[src/rtl/stream_arb_mux.sv]
// stream_arb_mux: N-input packet-aware stream arbiter with a single-register
// output stage. Arbitration is either round-robin (MODE=0) or fixed priority
// with the lowest index winning (MODE=1). Once a multi-beat packet starts, the
// grant stays locked on its channel until that packet's last beat is accepted,
// so packets from different channels are never interleaved on the output.
//
// Handshake: a beat moves across any valid/ready pair on the clk edge where
// both are high. Valid never depends on ready on the output side; in_ready
// depends on out_valid/out_ready, in_valid (grant selection) and resetn.
module stream_arb_mux #(
    parameter int WIDTH    = 64,
    parameter int CHANNELS = 4,
    parameter int MODE     = 0,
    localparam int CW      = (CHANNELS == 1) ? 1 : $clog2(CHANNELS)
) (
    input  logic                      clk,
    input  logic                      resetn,
    input  logic [CHANNELS*WIDTH-1:0] in_data,
    input  logic [CHANNELS-1:0]       in_valid,
    input  logic [CHANNELS-1:0]       in_last,
    output logic [CHANNELS-1:0]       in_ready,
    output logic [WIDTH-1:0]          out_data,
    output logic                      out_valid,
    output logic                      out_last,
    output logic [CW-1:0]             out_chan,
    input  logic                      out_ready,
    output logic                      busy
);

    // FSM state: IDLE arbitrates freely, LOCK holds the grant on one channel
    typedef enum logic {
        ST_IDLE = 1'b0,
        ST_LOCK = 1'b1
    } state_t;

    state_t          state;
    state_t          state_next;

    // Channel that owns the grant while locked, and the round-robin pointer
    logic [CW-1:0]   lock_chan;
    logic [CW-1:0]   ptr;
    logic [CW-1:0]   ptr_inc;

    // Arbitration results
    logic            lo_found;
    logic [CW-1:0]   lo_chan;
    logic            hi_found;
    logic [CW-1:0]   hi_chan;
    logic [CW-1:0]   rr_chan;
    logic [CW-1:0]   pick_chan;
    logic            any_valid;

    // Grant as seen by the datapath
    logic            grant_en;
    logic [CW-1:0]   grant_chan;

    // Granted channel's beat
    logic [WIDTH-1:0] sel_data;
    logic             sel_valid;
    logic             sel_last;

    // Handshake helpers
    logic            can_load;
    logic            accept;

    // The output register can take a new beat when empty or being drained
    assign can_load  = !out_valid || out_ready;
    assign any_valid = |in_valid;

    // Priority search: lowest valid index overall, and lowest valid index at
    // or above ptr. Round-robin prefers the latter, which is the same as an
    // ascending search from ptr that wraps modulo CHANNELS.
    always_comb begin
        lo_found = 1'b0;
        lo_chan  = '0;
        hi_found = 1'b0;
        hi_chan  = '0;
        for (int i = 0; i < CHANNELS; i++) begin
            if (in_valid[i] && !lo_found) begin
                lo_found = 1'b1;
                lo_chan  = CW'(i);
            end
            if (in_valid[i] && (CW'(i) >= ptr) && !hi_found) begin
                hi_found = 1'b1;
                hi_chan  = CW'(i);
            end
        end
    end

    // Policy selection; a single channel always resolves to index 0
    always_comb begin
        rr_chan = hi_found ? hi_chan : lo_chan;
        if (CHANNELS == 1) begin
            pick_chan = '0;
        end else if (MODE == 0) begin
            pick_chan = rr_chan;
        end else begin
            pick_chan = lo_chan;
        end
    end

    // Next-state logic: lock on a non-last beat, unlock on the last beat
    always_comb begin
        state_next = state;
        case (state)
            ST_IDLE: begin
                if (accept && !sel_last) begin
                    state_next = ST_LOCK;
                end
            end
            ST_LOCK: begin
                if (accept && sel_last) begin
                    state_next = ST_IDLE;
                end
            end
            default: state_next = ST_IDLE;
        endcase
    end

    // FSM outputs: which channel holds the grant, and whether it is locked
    always_comb begin
        busy       = 1'b0;
        grant_en   = 1'b0;
        grant_chan = '0;
        case (state)
            ST_IDLE: begin
                grant_en   = any_valid;
                grant_chan = pick_chan;
            end
            ST_LOCK: begin
                busy       = 1'b1;
                grant_en   = 1'b1;
                grant_chan = lock_chan;
            end
            default: begin
                grant_en   = 1'b0;
                grant_chan = '0;
            end
        endcase
    end

    // Mux the granted channel's beat and drive the one-hot ready
    always_comb begin
        sel_data  = '0;
        sel_valid = 1'b0;
        sel_last  = 1'b0;
        in_ready  = '0;
        for (int i = 0; i < CHANNELS; i++) begin
            if (CW'(i) == grant_chan) begin
                sel_data    = in_data[i*WIDTH +: WIDTH];
                sel_valid   = in_valid[i];
                sel_last    = in_last[i];
                in_ready[i] = resetn && grant_en && can_load;
            end
        end
    end

    // A beat is taken only from the granted channel
    assign accept = sel_valid && resetn && grant_en && can_load;

    // Pointer advances to the channel after the one that just finished a packet
    assign ptr_inc = (grant_chan == CW'(CHANNELS - 1)) ? '0 : grant_chan + CW'(1);

    // State register
    always_ff @(posedge clk) begin
        if (!resetn) begin
            state <= ST_IDLE;
        end else begin
            state <= state_next;
        end
    end

    // Capture the owning channel when a multi-beat packet starts
    always_ff @(posedge clk) begin
        if (!resetn) begin
            lock_chan <= '0;
        end else if (state == ST_IDLE && accept && !sel_last) begin
            lock_chan <= grant_chan;
        end
    end

    // Round-robin pointer moves only at packet boundaries
    always_ff @(posedge clk) begin
        if (!resetn) begin
            ptr <= '0;
        end else if (MODE == 0 && accept && sel_last) begin
            ptr <= ptr_inc;
        end
    end

    // Output register: load on accept, drain when consumed with nothing new
    always_ff @(posedge clk) begin
        if (!resetn) begin
            out_valid <= 1'b0;
            out_last  <= 1'b0;
            out_data  <= '0;
            out_chan  <= '0;
        end else if (accept) begin
            out_valid <= 1'b1;
            out_last  <= sel_last;
            out_data  <= sel_data;
            out_chan  <= grant_chan;
        end else if (out_ready) begin
            out_valid <= 1'b0;
        end
    end

endmodule

[config.mk]
export PLATFORM = sky130hd
export DESIGN_NAME = stream_arb_mux
export DESIGN_NICKNAME = d
export VERILOG_FILES = /design/src/rtl/stream_arb_mux.sv
export SDC_FILE = /design/constraint.sdc
export NUM_CORES = 1
export LEC_CHECK = 0
export BUFFER_PORTS_ARGS = -buffer_cell sky130_fd_sc_hd__clkbuf_2
export CAP_MARGIN = 20
export CORE_AREA = 2 2 132 134
export DETAILED_ROUTE_END_ITERATION = 6
export DIE_AREA = 0 0 134 136
export HOLD_SLACK_MARGIN = 0.06
export PLACE_DENSITY = 0.63
export SETUP_SLACK_MARGIN = 0.2
export SLEW_MARGIN = 10
export SYNTH_ARGS = -nofsm -noshare
export SYNTH_HDL_FRONTEND = slang
export SYNTH_SLANG_ARGS = --single-unit
[constraint.sdc]
create_clock -name clk -period 3.4 [get_ports clk]
set_input_delay 0.17 -clock clk [delete_from_list [all_inputs] [get_ports clk]]
set_output_delay 0.17 -clock clk [all_outputs]
set_load 0.05 [all_outputs]
==> qor.yml <==
wl_mm: 19.0
synth.cell_area_mm2: 0.00482
cp_num_buf_inv: 2
power_frac_comb: 0.713
grt_pass1_wl_mm: 28.8
rr_startpoint: "ptr[1]$_SDFFE_PN0P_"
rsz0062_at_grt: "no"
setup_viol: 0
grt_antenna_before_repair: 0
cts_hold_buf: 0
nNetsFinal: 1164
pin_count: 340
drt_iter0_markers: 474
hold_path_class: "in2reg"
drcViolationCount: 0
netSwitchingFraction: 0.541
ys_seq_area_frac: 0.303
switching_power_uw: 5050
viasPerCell: 5.21
tns_ns: 0
final_cell_mix: "clkbuf_2, dfxtp_1, nand2_1"
path_cells: "nand3_1 -> a311o_1 -> o311ai_2 -> inv_1 -> ha_4 -> a211oi_2 -> a221oi_4 -> and2_2 -> clkbuf_8 -> o221a_1"
drive_gt1_frac: 0.431
postRouteAntennaNets: 0
grt_max_degree: 78
vias: 5847
fmax_mhz: 347
cellPowerDensity_mw_per_mm2: 1320
syn_to_final_growth_pct: 46.9
synth-edff-count: 0
cts.sinks: 73
crit_slowest_cell: "dfxtp_2"
cp.depth: 10
clockRootBuffer: "clkbuf_16"
power.share.sequential: 0.168
rrSetupSlack_ns: 0.52
ff2ff_path_depth: 10
reg2reg_to: "out_data[0]$_SDFFE_PN0P_"
dp_hpwl_mm: 13.9
slowest_delay_ns: 0.42
slew_violations: 0
crit_start: "ptr[1]$_SDFFE_PN0P_"
synth_nets: 871
grt-ovfl-total: 0
die_w_um: 134
cp.arrival_ns: 3.11
final_common_cell: "clkbuf_2"
ys_warn_count: 0
cp_max_fo: 44
ys_ff_latch: 73
syn_avg_cell_area_um2: 8.04
irDropWorstVdd_uv: 1050
leakage_uw: 0.00312
core_mm2: 0.0169
finalHoldViolations: 0
n_antenna_cell: 0
cp.required_ns: 3.63
internal_power_uw: 4290
synth_flop_cell: "dfxtp_1"
crit_family: "compound AO/OA/AOI/OAI gates"
cts_made_buffers: 9
path_class: "reg2reg"
place_congestion: 0.822
worst_slew_pin_slew_ns: 0.772
first_global_vias: 5553
critPathLaunchType: "flip-flop"
yosysUniqueCellTypes: 39
rows: 48
track_usage: 0.200
die_y_um: 136
wl_per_cell_um: 16.9
clk_pin_slew_ns: 0.07
finalCritPeriodShare: 0.847
port_buffers: 339
endpoint_kind: "flip-flop"
clk_latency_ns: 0.35
drtPass1Iterations: 5
async_flop_share: 0
ctsHtreeMaxLevel: 3
cts_tree: "done"
fp.dieArea_mm2: 0.0182
max-slew-margin-rel: 0.485
finalPower_uw: 9340
initial_core_util: 0.286
post-route-min-period_ns: 2.88
clock_power_share: 0.119
syn_inst: 600
skew_ns: 0.0106
clk_path_buf_depth: 2
status: "finished clean"
crit_end: "out_data[0]$_SDFFE_PN0P_"
maxCapViolCount: 0
-- registers in the layout, indices dropped and copies added, names as in the netlist, named ones only --
register / count
ptr: 2
out_chan: 2
out_valid: 1
out_last: 1
lock_chan: 2
out_data: 64
-- kinds of logic (layout without fill, tap and decap cells) --
logic type / after synthesis / in the layout / share of synthesized area
AOI/OAI and AO/OA: 156 / 156 / 0.308
adders and majority gates: 4 / 4 / 0.0104
buffers and inverters: 81 / 379 / 0.0737
DFF: 73 / 73 / 0.303
muxes: 2 / 2 / 0.00415
and+or+nand+nor: 284 / 284 / 0.301
-- Yosys cell counts, types with 3 or more instances --
master / n / area (µm²)
o221a_1: 63 / 709
buf_4: 8 / 60.1
nand2_1: 69 / 259
a221oi_1: 64 / 561
and2_1: 6 / 37.5
nand3_1: 64 / 320
clkbuf_1: 48 / 180
dfxtp_1: 73 / 1460
inv_1: 6 / 22.5
nor2b_1: 67 / 419
a211oi_1: 5 / 37.5
nor3_1: 65 / 325
a21oi_1: 7 / 35.0
nand2b_1: 3 / 18.8
buf_2: 17 / 85.1
ha_1: 4 / 50.1
-- through the flow --
step                instance area (µm²)  setup WS (ns)  cells  hold WS (ns)  utilization
detailed placement                 6690          0.280   1105         0.466        0.396
global route                       7080          0.366   1123         0.201        0.420
finish                             7080          0.520   1123         0.194        0.420
global placement                   6690          0.376   1105         0.447        0.396
floorplan                          4820          0.727    600         0.353            -
CTS                                7030          0.255   1121         0.177        0.417
-- what timing repair did --
action                     CTS  global route
buffers inserted             0             2
gates resized for setup      0             9
setup endpoints to repair    0            72
-- worst min path at each step --
stage	startpoint	cells past startpoint	end	slack, ns
final	in_data[233]	4	out_data[41]$_SDFFE_PN0P_	0.19
after global routing	in_data[235]	4	out_data[43]$_SDFFE_PN0P_	0.20
after CTS	in_data[233]	4	out_data[41]$_SDFFE_PN0P_	0.18
after global placement	lock_chan[0]$_SDFFE_PN0P_	2	lock_chan[0]$_SDFFE_PN0P_	0.45
after detailed placement	lock_chan[1]$_SDFFE_PN0P_	2	lock_chan[1]$_SDFFE_PN0P_	0.47
after floorplan	in_valid[3]	2	lock_chan[1]$_SDFFE_PN0P_	0.35
-- worst register-to-register path, delay by kind of cell (launching register included) --
kind	cells	cell delay [ns]
AND/OR/NAND/NOR	2	0.35
buffers and inverters	2	0.44
flip-flops	1	0.42
adder cells (fa/ha/maj)	1	0.31
AO/OA/AOI/OAI	5	1.24
-- routing by layer --
metal	global-route usage	share of wire	routed length, µm
met1	0.235	0.42	7910
met3	0.0500	0.071	1350
met4	0.0792	0.023	436
met2	0.350	0.49	9260
met5	0	0	0
-- power by group through the flow --
stage	combinational, µW	clock [µW]	sequential (µW)
floorplan	3570	0	2930
global placement	6560	0	1560
detailed placement	6610	0	1570
CTS	6610	1140	1560
global route	7190	1180	1620
finish	6660	1110	1570
-- area by class of cell --
type,instances,area (µm²)
Clock buffer,9,225
Sequential cell,73,1460
Inverter,6,22.5
Fill cell,1729,9790
Tap cell,225,282
Timing Repair Buffer,357,1880
Clock inverter,7,119
Multi-Input combinational cell,446,3090
Note: power is estimated with default switching activity, not from simulation.
